**src/rtl/fifo_sync_flags.sv**
```systemverilog
// rtl/fifo_sync_flags.sv - first-word-fall-through synchronous FIFO with any DEPTH,
// a fill counter, level flags, sticky error flags and synchronous flush.
module fifo_sync_flags #(
  parameter int WIDTH        = 8,
  parameter int DEPTH        = 7,
  parameter int AFULL_LEVEL  = DEPTH - 1,
  parameter int AEMPTY_LEVEL = 1,
  localparam int SW          = $clog2(DEPTH + 1),
  localparam int PW          = (DEPTH > 1) ? $clog2(DEPTH) : 1
) (
  input  logic             clk_i,
  input  logic             rst_i,
  input  logic [WIDTH-1:0] data_i,
  input  logic             setData_i,
  input  logic             getData_i,
  input  logic             flush_i,
  input  logic             clearErr_i,
  output logic [WIDTH-1:0] data_o,
  output logic [SW-1:0]    size_o,
  output logic             full_o,
  output logic             empty_o,
  output logic             almostFull_o,
  output logic             almostEmpty_o,
  output logic             overflow_o,
  output logic             underflow_o
);

  logic [WIDTH-1:0] mem [DEPTH];
  logic [PW-1:0]    wr_ptr;
  logic [PW-1:0]    rd_ptr;
  logic             rd_ok;
  logic             wr_ok;
  logic             ovf_ev;
  logic             udf_ev;

  assign full_o        = (size_o == SW'(DEPTH));
  assign empty_o       = (size_o == '0);
  assign almostFull_o  = (size_o >= SW'(AFULL_LEVEL));
  assign almostEmpty_o = (size_o <= SW'(AEMPTY_LEVEL));
  assign data_o        = empty_o ? '0 : mem[rd_ptr];

  // A full FIFO still takes a write when a read frees a slot in the same cycle.
  assign rd_ok  = getData_i && !flush_i && !empty_o;
  assign wr_ok  = setData_i && !flush_i && (!full_o || rd_ok);
  assign ovf_ev = setData_i && !flush_i && full_o && !rd_ok;
  assign udf_ev = getData_i && !flush_i && empty_o;

  function automatic logic [PW-1:0] next_ptr(input logic [PW-1:0] p);
    return (p == PW'(DEPTH - 1)) ? '0 : p + PW'(1);
  endfunction

  always_ff @(posedge clk_i) begin
    if (wr_ok && !rst_i) begin
      mem[wr_ptr] <= data_i;
    end
  end

  always_ff @(posedge clk_i) begin
    if (rst_i) begin
      wr_ptr <= '0;
      rd_ptr <= '0;
      size_o <= '0;
    end else if (flush_i) begin
      wr_ptr <= '0;
      rd_ptr <= '0;
      size_o <= '0;
    end else begin
      if (wr_ok) wr_ptr <= next_ptr(wr_ptr);
      if (rd_ok) rd_ptr <= next_ptr(rd_ptr);
      case ({wr_ok, rd_ok})
        2'b10:   size_o <= size_o + SW'(1);
        2'b01:   size_o <= size_o - SW'(1);
        default: size_o <= size_o;
      endcase
    end
  end

  // An error event in the same cycle as clearErr_i leaves the flag set.
  always_ff @(posedge clk_i) begin
    if (rst_i) begin
      overflow_o  <= 1'b0;
      underflow_o <= 1'b0;
    end else begin
      if (ovf_ev)          overflow_o <= 1'b1;
      else if (clearErr_i) overflow_o <= 1'b0;
      if (udf_ev)          underflow_o <= 1'b1;
      else if (clearErr_i) underflow_o <= 1'b0;
    end
  end

endmodule

```
**config.mk**
```make
export PLATFORM = sky130hd
export DESIGN_NAME = fifo_sync_flags
export DESIGN_NICKNAME = d
export VERILOG_FILES = /design/src/rtl/fifo_sync_flags.sv
export SDC_FILE = /design/constraint.sdc
export NUM_CORES = 1
export LEC_CHECK = 0
export CAP_MARGIN = 10
export CORE_UTILIZATION = 50
export CTS_BUF_LIST = sky130_fd_sc_hd__clkbuf_16
export DETAILED_ROUTE_END_ITERATION = 10
export DONT_BUFFER_PORTS = 1
export GPL_TIMING_DRIVEN = 0
export PLACE_DENSITY = 0.66
export SYNTH_ARGS = -nofsm -noshare
export SYNTH_HDL_FRONTEND = slang
export SYNTH_SLANG_ARGS = --single-unit
```
**constraint.sdc**
```tcl
create_clock -name clk_i -period 3.3 [get_ports clk_i]
set_input_delay 0.33 -clock clk_i [delete_from_list [all_inputs] [get_ports clk_i]]
set_output_delay 0.33 -clock clk_i [all_outputs]
set_load 0.01 [all_outputs]
```
==> results.yml, run 1 <==
sta:
  finClkSkew_ns: 0.00447
  maxSlewHeadroom_pct: 41.4
  finalCritPeriodShare_pct: 83.9
  rsz0062_at_grt: "false"
  clock.fmax_mhz: 361
  tightest_slew_ns: 0.874
  tns_ns: 0
  period_needed_ns: 2.77
  finalSetupViolations: 0
  slew_violations: 0
  hold_violations: 0
power:
  leakagePower_nw: 1.10
  finalPower_mw: 1.92
  pwr_density_cell_nw_per_um2: 568
  max-vdd-ir-drop_mv: 0.380
clock_tree:
  cts_tree: "built"
  numCtsBuffers: 9
  postCtsResizedCells: 0
  h-tree-depth: 3
  worst_skew_pair.late_latency_ns: 0.32
  clk_pin_slew_ns: 0.05
  post_cts_buffers: 0
  root_buffer: "clkbuf_16"
  ctsHoldBuffers: 0
  clockBufferDepth: 2
  cts_sinks: 70
place:
  dp_hpwl_um: 4120
  place_congestion: 0.833
  port_buffers: 0
setup_path:
  crit_slowest_cell: "nor2_1"
  endpoint_kind: "output pin"
  path_delay_family: "simple AND/OR/NAND/NOR gates"
  arrival_ns: 2.44
  crit_path_max_incr_delay_ns: 0.54
  path_cells: "inv_1 -> ha_1 -> nand2b_4 -> clkinv_2 -> nor2_1 -> nand2_1 -> o21ai_0"
  worst_ep_required_time_ns: 2.97
  path_class: "reg -> out"
  crit_fanout: 8
  worstSetupStartpointType: "flop"
  path_buf_inv: 2
detailed_routing:
  viasPerCell: 5.73
  ant_nets: 0
  drc: 0
  drt_first_iter_violations: 142
  vias: 1720
  routedWlPerCell_um: 19.8
  dr.pass1.iters: 5
  wirelength_um: 5930
die:
  die-area_um2: 6190
  num_rows: 27
  die_h_um: 78.7
  core_area_um2: 5570
  initial_core_util_pct: 52.7
  io_pins: 31
  dieWidth_um: 78.7
synth:
  ys_types: 36
  ys_seq_elements: 70
  yosysWarningCount: 0
  synthArstFlopShare_pct: 0
  synth_edf_count: 56
  synth_flop_cell: "edfxtp_1"
  synth_nets: 227
  avgSynthCellArea_um2: 14.2
  postSynthCellCount: 207
  netlist_area_um2: 2940
  ys_seq_area_share_pct: 66.7
run_status:
  status: "complete, no violations"
run:
  drv_cap: 0
global_route:
  grt.overflow.total: 0
  track_usage_pct: 21.3
  grt_pass1_vias: 1772
  antenna_found_initial: 0
  grt_pass1_wl_um: 9240
  grt_max_degree: 12
layout:
  area_delta_synth_final_pct: 15.0
  finalNetCount: 243
  drive_above_1_share_pct: 20.2
  antenna_cells: 0
worst_hold_path:
  hp-class: "in -> reg"
==> power by group <==
part	total (mW)	internal (mW)	switching [mW]	leakage [nW]
registers	0.963	0.959	0.00438	0.618
logic	0.0533	0.0198	0.0335	0.333
clock network	0.904	0.573	0.331	0.149
==> cells in the mapped netlist, types with 2 or more instances <==
library cell / instances / area (um^2)
a31oi_1: 2 / 12.5
or2b_2: 2 / 17.5
nand4_1: 2 / 12.5
nor2_1: 20 / 75.1
edfxtp_1: 56 / 1680
nand3_1: 3 / 15.0
buf_6: 2 / 22.5
clkbuf_1: 4 / 15.0
o21ai_0: 13 / 65.1
or3b_1: 2 / 17.5
nor4_1: 2 / 12.5
mux4_2: 8 / 180
dfxtp_1: 14 / 280
nor4b_1: 2 / 17.5
a211o_2: 2 / 20.0
a21oi_1: 16 / 80.1
nand2_1: 16 / 60.1
ha_1: 6 / 75.1
a211o_1: 2 / 17.5
nand2b_1: 3 / 18.8
and2b_2: 2 / 17.5
nor3_1: 3 / 15.0
mux2i_1: 8 / 80.1
inv_1: 5 / 18.8
==> worst reg2reg max path, stage by stage (launching register included) <==
cell	delay [ns]
dfxtp_1	0.39
ha_1	0.24
ha_1	0.29
or2b_2	0.23
nand4_1	0.25
nor4_2	0.66
buf_4	0.27
==> kinds of logic after synthesis <==
group                      after synthesis  synth area share, %
muxes                                   16                 8.85
and+or+nand+nor                         63                 11.9
DFF                                     70                 66.7
AOI/OAI and AO/OA                       39                 7.75
adders and majority gates                6                 2.55
buffers and inverters                   13                 2.25
==> worst paths after layout <==
path | slack [ns] | from | end | cells after the start
worst max-delay path | 0.53 | size_o[0] | data_o[0] | 7
worst min-delay path | 0.08 | rst_i | underflow_o | 1
worst max register to register | 0.68 | size_o[0] | mem[1][6] | 6
worst min register to register | 0.52 | rd_ptr[2] | rd_ptr[2] | 2
==> sequential cells by signal (all words and copies together), names as in the netlist, named ones only <==
register     count
size_o           3
underflow_o      1
mem             56
overflow_o       1
wr_ptr           3
rd_ptr           3
==> area by class of cell <==
class                   instances  area [um^2]
repair buffers                  5         37.5
well taps                      72         90.1
clock buffers                   9          225
flip-flops and latches         70         1960
clock inverters                 7         58.8
inverters                       6         23.8
plain buffers                   7         42.5
fillers                       439         2190
multi-input cells             124          942
==> metrics by stage <==
stage | setup slack [ns] | utilization, % | instances | cell area, um^2 | hold slack [ns]
3_3_place_gp | -0.0680 | 54.4 | 279 | 3030 | 0.407
6_report | 0.530 | 60.7 | 300 | 3380 | 0.0845
5_1_grt | 0.375 | 60.7 | 300 | 3380 | 0.0668
4_1_cts | 0.485 | 60.7 | 300 | 3380 | 0.0737
3_5_place_dp | 0.658 | 55.6 | 284 | 3100 | 0.409
2_1_floorplan | 0.765 | - | 207 | 2940 | 0.402
==> per-layer routing <==
metal	GRT usage, %	part of all wire, %	wire [um]	up-vias
li1	-	-	-	810
met1	23.7	39	2320	858
met2	37.0	56	3290	45
met3	6.98	4.2	250	7
met4	9.07	1.0	62	0
met5	0	0	0	-
==> cells in the final DEF (no fill, tap or decap), drive strengths merged, types with 2 or more instances in the layout <==
master  synthesis  final
nor2           21     21
and2b           2      2
o21ai          13     13
nand2b          4      4
edfxtp         56     56
mux4            8      8
buf             3      8
a31oi           2      2
clkbuf          4     13
dfxtp          14     14
nand2          16     16
mux2i           8      8
nor3            3      3
nor4b           2      2
nand4           2      2
a21oi          16     16
inv             5      8
or3b            2      2
clkinv          1      3
or2b            2      2
nor4            2      2
nand3           4      4
ha              6      6
a211o           4      4
(Power assumes the default switching activity.)
==> run 2: changes to the inputs <==
--- a/config.mk
+++ b/config.mk
@@ -11,7 +11,7 @@
 export DETAILED_ROUTE_END_ITERATION = 10
 export DONT_BUFFER_PORTS = 1
 export GPL_TIMING_DRIVEN = 0
-export PLACE_DENSITY = 0.66
+export PLACE_DENSITY = 0.69
 export SYNTH_ARGS = -nofsm -noshare
 export SYNTH_HDL_FRONTEND = slang
 export SYNTH_SLANG_ARGS = --single-unit
==> constraint.sdc (replaced) <==
create_clock -name clk_i -period 2.5 [get_ports clk_i]
set_input_delay 0.25 -clock clk_i [delete_from_list [all_inputs] [get_ports clk_i]]
set_output_delay 0.25 -clock clk_i [all_outputs]
set_load 0.01 [all_outputs]
==> run 2 against run 1 <==
Power up 26%. Non-clock buffer count rose by 3. Die area is the same. Critical path depth fell by 1. Utilization grew 0.52 points. Routed wire length fell by 9.9%. Sequential power is 32% higher. Largest power group unchanged.
==> results.yml, run 2 (synthesis results as in run 1) <==
run_status:
  status: "complete, no violations"
sta:
  finClkSkew_ns: 0.00827
  tightest_slew_ns: 0.620
  finalCritPeriodShare_pct: 97.2
  period_needed_ns: 2.43
  tns_ns: 0
  slew_violations: 0
  clock.fmax_mhz: 412
  rsz0062_at_grt: "true"
  maxSlewHeadroom_pct: 58.6
  hold_violations: 0
  finalSetupViolations: 0
setup_path:
  crit_path_max_incr_delay_ns: 0.57
  worst_ep_required_time_ns: 2.54
  path_cells: "ha_1 -> ha_1 -> or2b_2 -> nand3_4 -> nor4b_2 -> buf_4"
  reg2regPathDepth: 6
  endpoint_kind: "flop"
  rr_startpoint: "size_o[1]"
  worstSetupPathDepth: 6
  path_class: "reg -> reg"
  arrival_ns: 2.47
  crit_slowest_cell: "nor4b_2"
  path_buf_inv: 1
  rrSetupSlack_ns: 0.07
  critPathCapture: "mem[0][2]"
  r2r_end: "mem[0][2]"
  path_delay_family: "simple AND/OR/NAND/NOR gates"
  crit_start: "size_o[1]"
  worstSetupStartpointType: "flop"
  crit_top_cell: "ha_1"
  crit_fanout: 10
clock_tree:
  worst_skew_pair.late_latency_ns: 0.33
  cts_tree: "built"
  h-tree-depth: 3
  numCtsBuffers: 9
  cts_sinks: 70
  root_buffer: "clkbuf_16"
  clk_pin_slew_ns: 0.05
  clockBufferDepth: 2
detailed_routing:
  routedWlPerCell_um: 17.7
  drc: 0
  viasPerCell: 5.72
  ant_nets: 0
  wirelength_um: 5340
  dr.pass1.iters: 4
  vias: 1728
  drt_first_iter_violations: 71
die:
  core_area_um2: 5570
  initial_core_util_pct: 52.7
  io_pins: 31
  num_rows: 27
  dieWidth_um: 78.7
  die_h_um: 78.7
  die-area_um2: 6190
layout:
  drive_above_1_share_pct: 21.7
  area_delta_synth_final_pct: 16.0
  antenna_cells: 0
  layout.cells.most_common: "edfxtp_1"
  final_area_um2: 3410
  largest_reg_flops: 56
  utilization_pct: 61.2
  layout_common_cells: "edfxtp_1, nor2_1, a21oi_1, nand2_1, dfxtp_1"
  finalNetCount: 246
  top_register: "mem"
run:
  drv_cap: 0
power:
  switching_share_pct: 19.6
  leakagePower_nw: 1.09
  power.internal_mw: 1.95
  max-vdd-ir-drop_mv: 0.373
  switchingPower_uw: 474
  finalPower_mw: 2.42
  pwr-share-seq_pct: 52.6
  pwr_density_cell_nw_per_um2: 709
  power_frac_comb_pct: 3.0
  clockPowerShare_pct: 44.4
place:
  port_buffers: 0
  place_congestion: 0.796
  post_dp_cell_area_um2: 3100
  dp_hpwl_um: 3780
global_route:
  grt.overflow.total: 0
  grt_pass1_wl_um: 8400
  grt_max_degree: 12
  grt_pass1_vias: 1713
  antenna_found_initial: 0
  track_usage_pct: 19.1
worst_hold_path:
  hp-class: "in -> reg"
[run 2: cell count changes in the layout (fill, tap and decap cells not counted), sizes merged]
cell,before,now
dlygate4sd3,0,1
clkinv,3,5
bufinv,1,0
inv,8,6
buf,8,10
[run 2: layout make-up]
type                            count  area, um^2
Fill cell                         441        2160
Sequential cell                    70        1960
Multi-Input combinational cell    124         972
Clock buffer                        9         225
Tap cell                           72        90.1
Timing Repair Buffer                8        62.6
Buffer                              7        42.5
Clock inverter                      6        31.3
Inverter                            6        23.8
[run 2: what timing repair did]
item,4_1_cts,5_1_grt
buffers inserted,0,1
pin swaps,0,1
setup endpoints to repair,20,24
hold buffers,1,0
endpoints found under the hold margin,2,0
gates resized for setup,5,4
[run 2: worst min-delay path by stage]
stage	startpoint	depth (start not counted)	endpoint
floorplan	rst_i	1	overflow_o
global placement	rst_i	1	overflow_o
detailed placement	rst_i	1	underflow_o
CTS	data_i[5]	0	mem[0][5]
global route	data_i[6]	0	mem[5][6]
finish	data_i[3]	0	mem[5][3]
[run 2: per-stage QoR]
stage                     setup WS [ns]  cells  hold WS [ns]
final                            0.0705    302        0.0156
after global routing            -0.0717    302       0.00373
after CTS                        0.0180    301        0.0109
after detailed placement         -0.137    285         0.328
after global placement           -0.780    279         0.324
after floorplan                 -0.0349    207         0.322
[run 2: worst register-to-register path, stage by stage (launching register included)]
cell and delay [ns]:
dfxtp_1 0.40, ha_1 0.23, ha_1 0.28, or2b_2 0.23, nand3_4 0.15, nor4b_2 0.58
buf_4 0.27
[run 2: power groups by stage]
| stage | clock network [mW] | logic (mW) | registers (mW) |
|---|---|---|---|
| global placement | 0 | 0.0648 | 1.30 |
| finish | 1.07 | 0.0714 | 1.27 |
| floorplan | 0 | 0.0530 | 1.29 |
| CTS | 1.09 | 0.0705 | 1.27 |
| detailed placement | 0 | 0.0683 | 1.30 |
| global route | 1.14 | 0.0790 | 1.27 |
[run 2: routing by layer]
layer / wire [um] / GRT usage (%)
met2: 2690 / 30.7
met4: 127 / 11.3
met3: 371 / 6.05
met5: 0 / 0
met1: 2150 / 22.6
==> run 3: changes to the inputs <==
--- a/config.mk
+++ b/config.mk
@@ -10,7 +10,6 @@
 export CTS_BUF_LIST = sky130_fd_sc_hd__clkbuf_16
 export DETAILED_ROUTE_END_ITERATION = 10
 export DONT_BUFFER_PORTS = 1
-export GPL_TIMING_DRIVEN = 0
 export PLACE_DENSITY = 0.69
 export SYNTH_ARGS = -nofsm -noshare
 export SYNTH_HDL_FRONTEND = slang
==> run 3 against run 2 <==
Combinational power down 0.7%. Sequential share of layout area increased by 1.0 points. Global-route usage increased by 1.8 points. Clock power about the same. Critical path type unchanged. Largest cell class unchanged.
==> results.yml, run 3 (synthesis results as in run 1) <==
layout:
  fin_cells: 299
  drive_above_1_share_pct: 19.8
  area_delta_synth_final_pct: 13.9
  register_area_um2: 1960
  largest_reg_flops: 56
  finalNetCount: 242
  top_register: "mem"
  layout.cells.most_common: "edfxtp_1"
  antenna_cells: 0
  layout_common_cells: "edfxtp_1, nor2_1, a21oi_1, nand2_1, dfxtp_1"
  multiInputGateArea_um2: 930
  nFillCells: 417
sta:
  clock.fmax_mhz: 420
  tightest_slew_ns: 0.990
  finalCritPeriodShare_pct: 95.3
  final.setup.worst_slack_ns: 0.117
  tns_ns: 0
  finClkSkew_ns: 0.00452
  fin_hold_ws_ns: 0.0183
  slew_violations: 0
  maxSlewHeadroom_pct: 33.8
  finalSetupViolations: 0
  hold_violations: 0
  period_needed_ns: 2.38
  rsz0062_at_grt: "false"
clock_tree:
  clk_pin_slew_ns: 0.06
  cts_tree: "built"
  numCtsBuffers: 9
  cts_sinks: 70
  h-tree-depth: 3
  worst_skew_pair.late_latency_ns: 0.32
  clockBufferDepth: 2
  root_buffer: "clkbuf_16"
global_route:
  grt_pass1_wl_um: 9060
  grt.overflow.total: 0
  track_usage_pct: 20.9
  grt_pass1_vias: 1813
  grt_max_degree: 17
  antenna_found_initial: 0
setup_path:
  reg2regPathDepth: 5
  crit_start: "size_o[0]"
  endpoint_kind: "flop"
  critPathCapture: "mem[0][2]"
  r2r_end: "mem[0][2]"
  arrival_ns: 2.32
  path_class: "reg -> reg"
  rr_startpoint: "size_o[0]"
  crit_fanout: 8
  worstSetupStartpointType: "flop"
  worst_ep_required_time_ns: 2.44
  rrSetupSlack_ns: 0.12
detailed_routing:
  drt_first_iter_violations: 131
  dr.pass1.iters: 4
  routedWlPerCell_um: 19.1
  wirelength_um: 5720
  ant_nets: 0
  drc: 0
  viasPerCell: 5.89
  vias: 1760
power:
  clockPowerShare_pct: 44.5
  pwr_density_cell_nw_per_um2: 723
  leakagePower_nw: 1.09
  switchingPower_uw: 475
  power.internal_mw: 1.95
  max-vdd-ir-drop_mv: 0.418
  finalPower_mw: 2.42
  switching_share_pct: 19.6
  power_frac_comb_pct: 2.9
  pwr-share-seq_pct: 52.6
die:
  die-area_um2: 6190
  initial_core_util_pct: 52.7
  die_h_um: 78.7
  core_area_um2: 5570
  dieWidth_um: 78.7
  num_rows: 27
  io_pins: 31
place:
  dp_hpwl_um: 4020
  place_congestion: 0.796
  port_buffers: 0
  place_ws_ns: 0.0167
  dp.cells: 282
run:
  drv_cap: 0
worst_hold_path:
  hold_depth: 0
  hp-class: "in -> reg"
run_status:
  status: "complete, no violations"
run 3: cell types whose count changed in the layout (fill, tap and decap cells not counted), sizes merged:
| cell | previous run | this run |
|---|---|---|
| clkinv | 5 | 6 |
| clkbuf | 13 | 9 |
run 3: layout make-up:
class                   instances  share of cell area, %
flip-flops and latches         70                   58.6
clock buffers                   9                   6.73
well taps                      72                   2.69
clock inverters                 7                  0.972
inverters                       6                  0.710
repair buffers                 11                   2.54
multi-input cells             124                   27.8
run 3: metrics by stage:
step	area (um^2)	util (%)
6_report	3350	60.1
5_1_grt	3350	60.1
4_1_cts	3340	60.0
3_5_place_dp	3080	55.2
3_3_place_gp	3080	55.2
2_1_floorplan	2940	-
run 3: what timing repair did:
action,4_1_cts,5_1_grt
setup endpoints to repair,0,8
buffers inserted,0,0
resized for setup,0,1
hold endpoints to repair,2,0
hold buffers,1,0
run 3: layer usage:
metal | routed length (um) | vias up | track usage, % | share of wire (%)
met5 | 0 | - | 0 | 0
met2 | 2890 | 62 | 34.3 | 51
met3 | 428 | 14 | 6.86 | 7.5
met4 | 187 | 0 | 13.5 | 3.3
li1 | - | 817 | - | -
met1 | 2210 | 867 | 23.2 | 39
run 3: power by group through the flow:
stage / logic, mW / registers, mW / clock network, mW
floorplan: 0.0530 / 1.29 / 0
global placement: 0.0672 / 1.30 / 0
detailed placement: 0.0693 / 1.30 / 0
CTS: 0.0711 / 1.27 / 1.09
global route: 0.0785 / 1.27 / 1.15
finish: 0.0709 / 1.27 / 1.08
run 3: worst max-delay path: stages (launching register included):
cell and delay (ns):
dfxtp_1 0.39, ha_1 0.25, ha_1 0.23, or2b_2 0.21, nand3_4 0.10, nor4b_2 0.82
run 3: how the worst min path moves through the flow:
stage / startpoint / end / slack, ns
2_1_floorplan: rst_i / overflow_o / 0.32
3_3_place_gp: rst_i / overflow_o / 0.32
3_5_place_dp: rst_i / underflow_o / 0.33
4_1_cts: data_i[7] / mem[1][7] / 0.008
5_1_grt: data_i[0] / mem[3][0] / 0.006
6_report: data_i[7] / mem[1][7] / 0.02
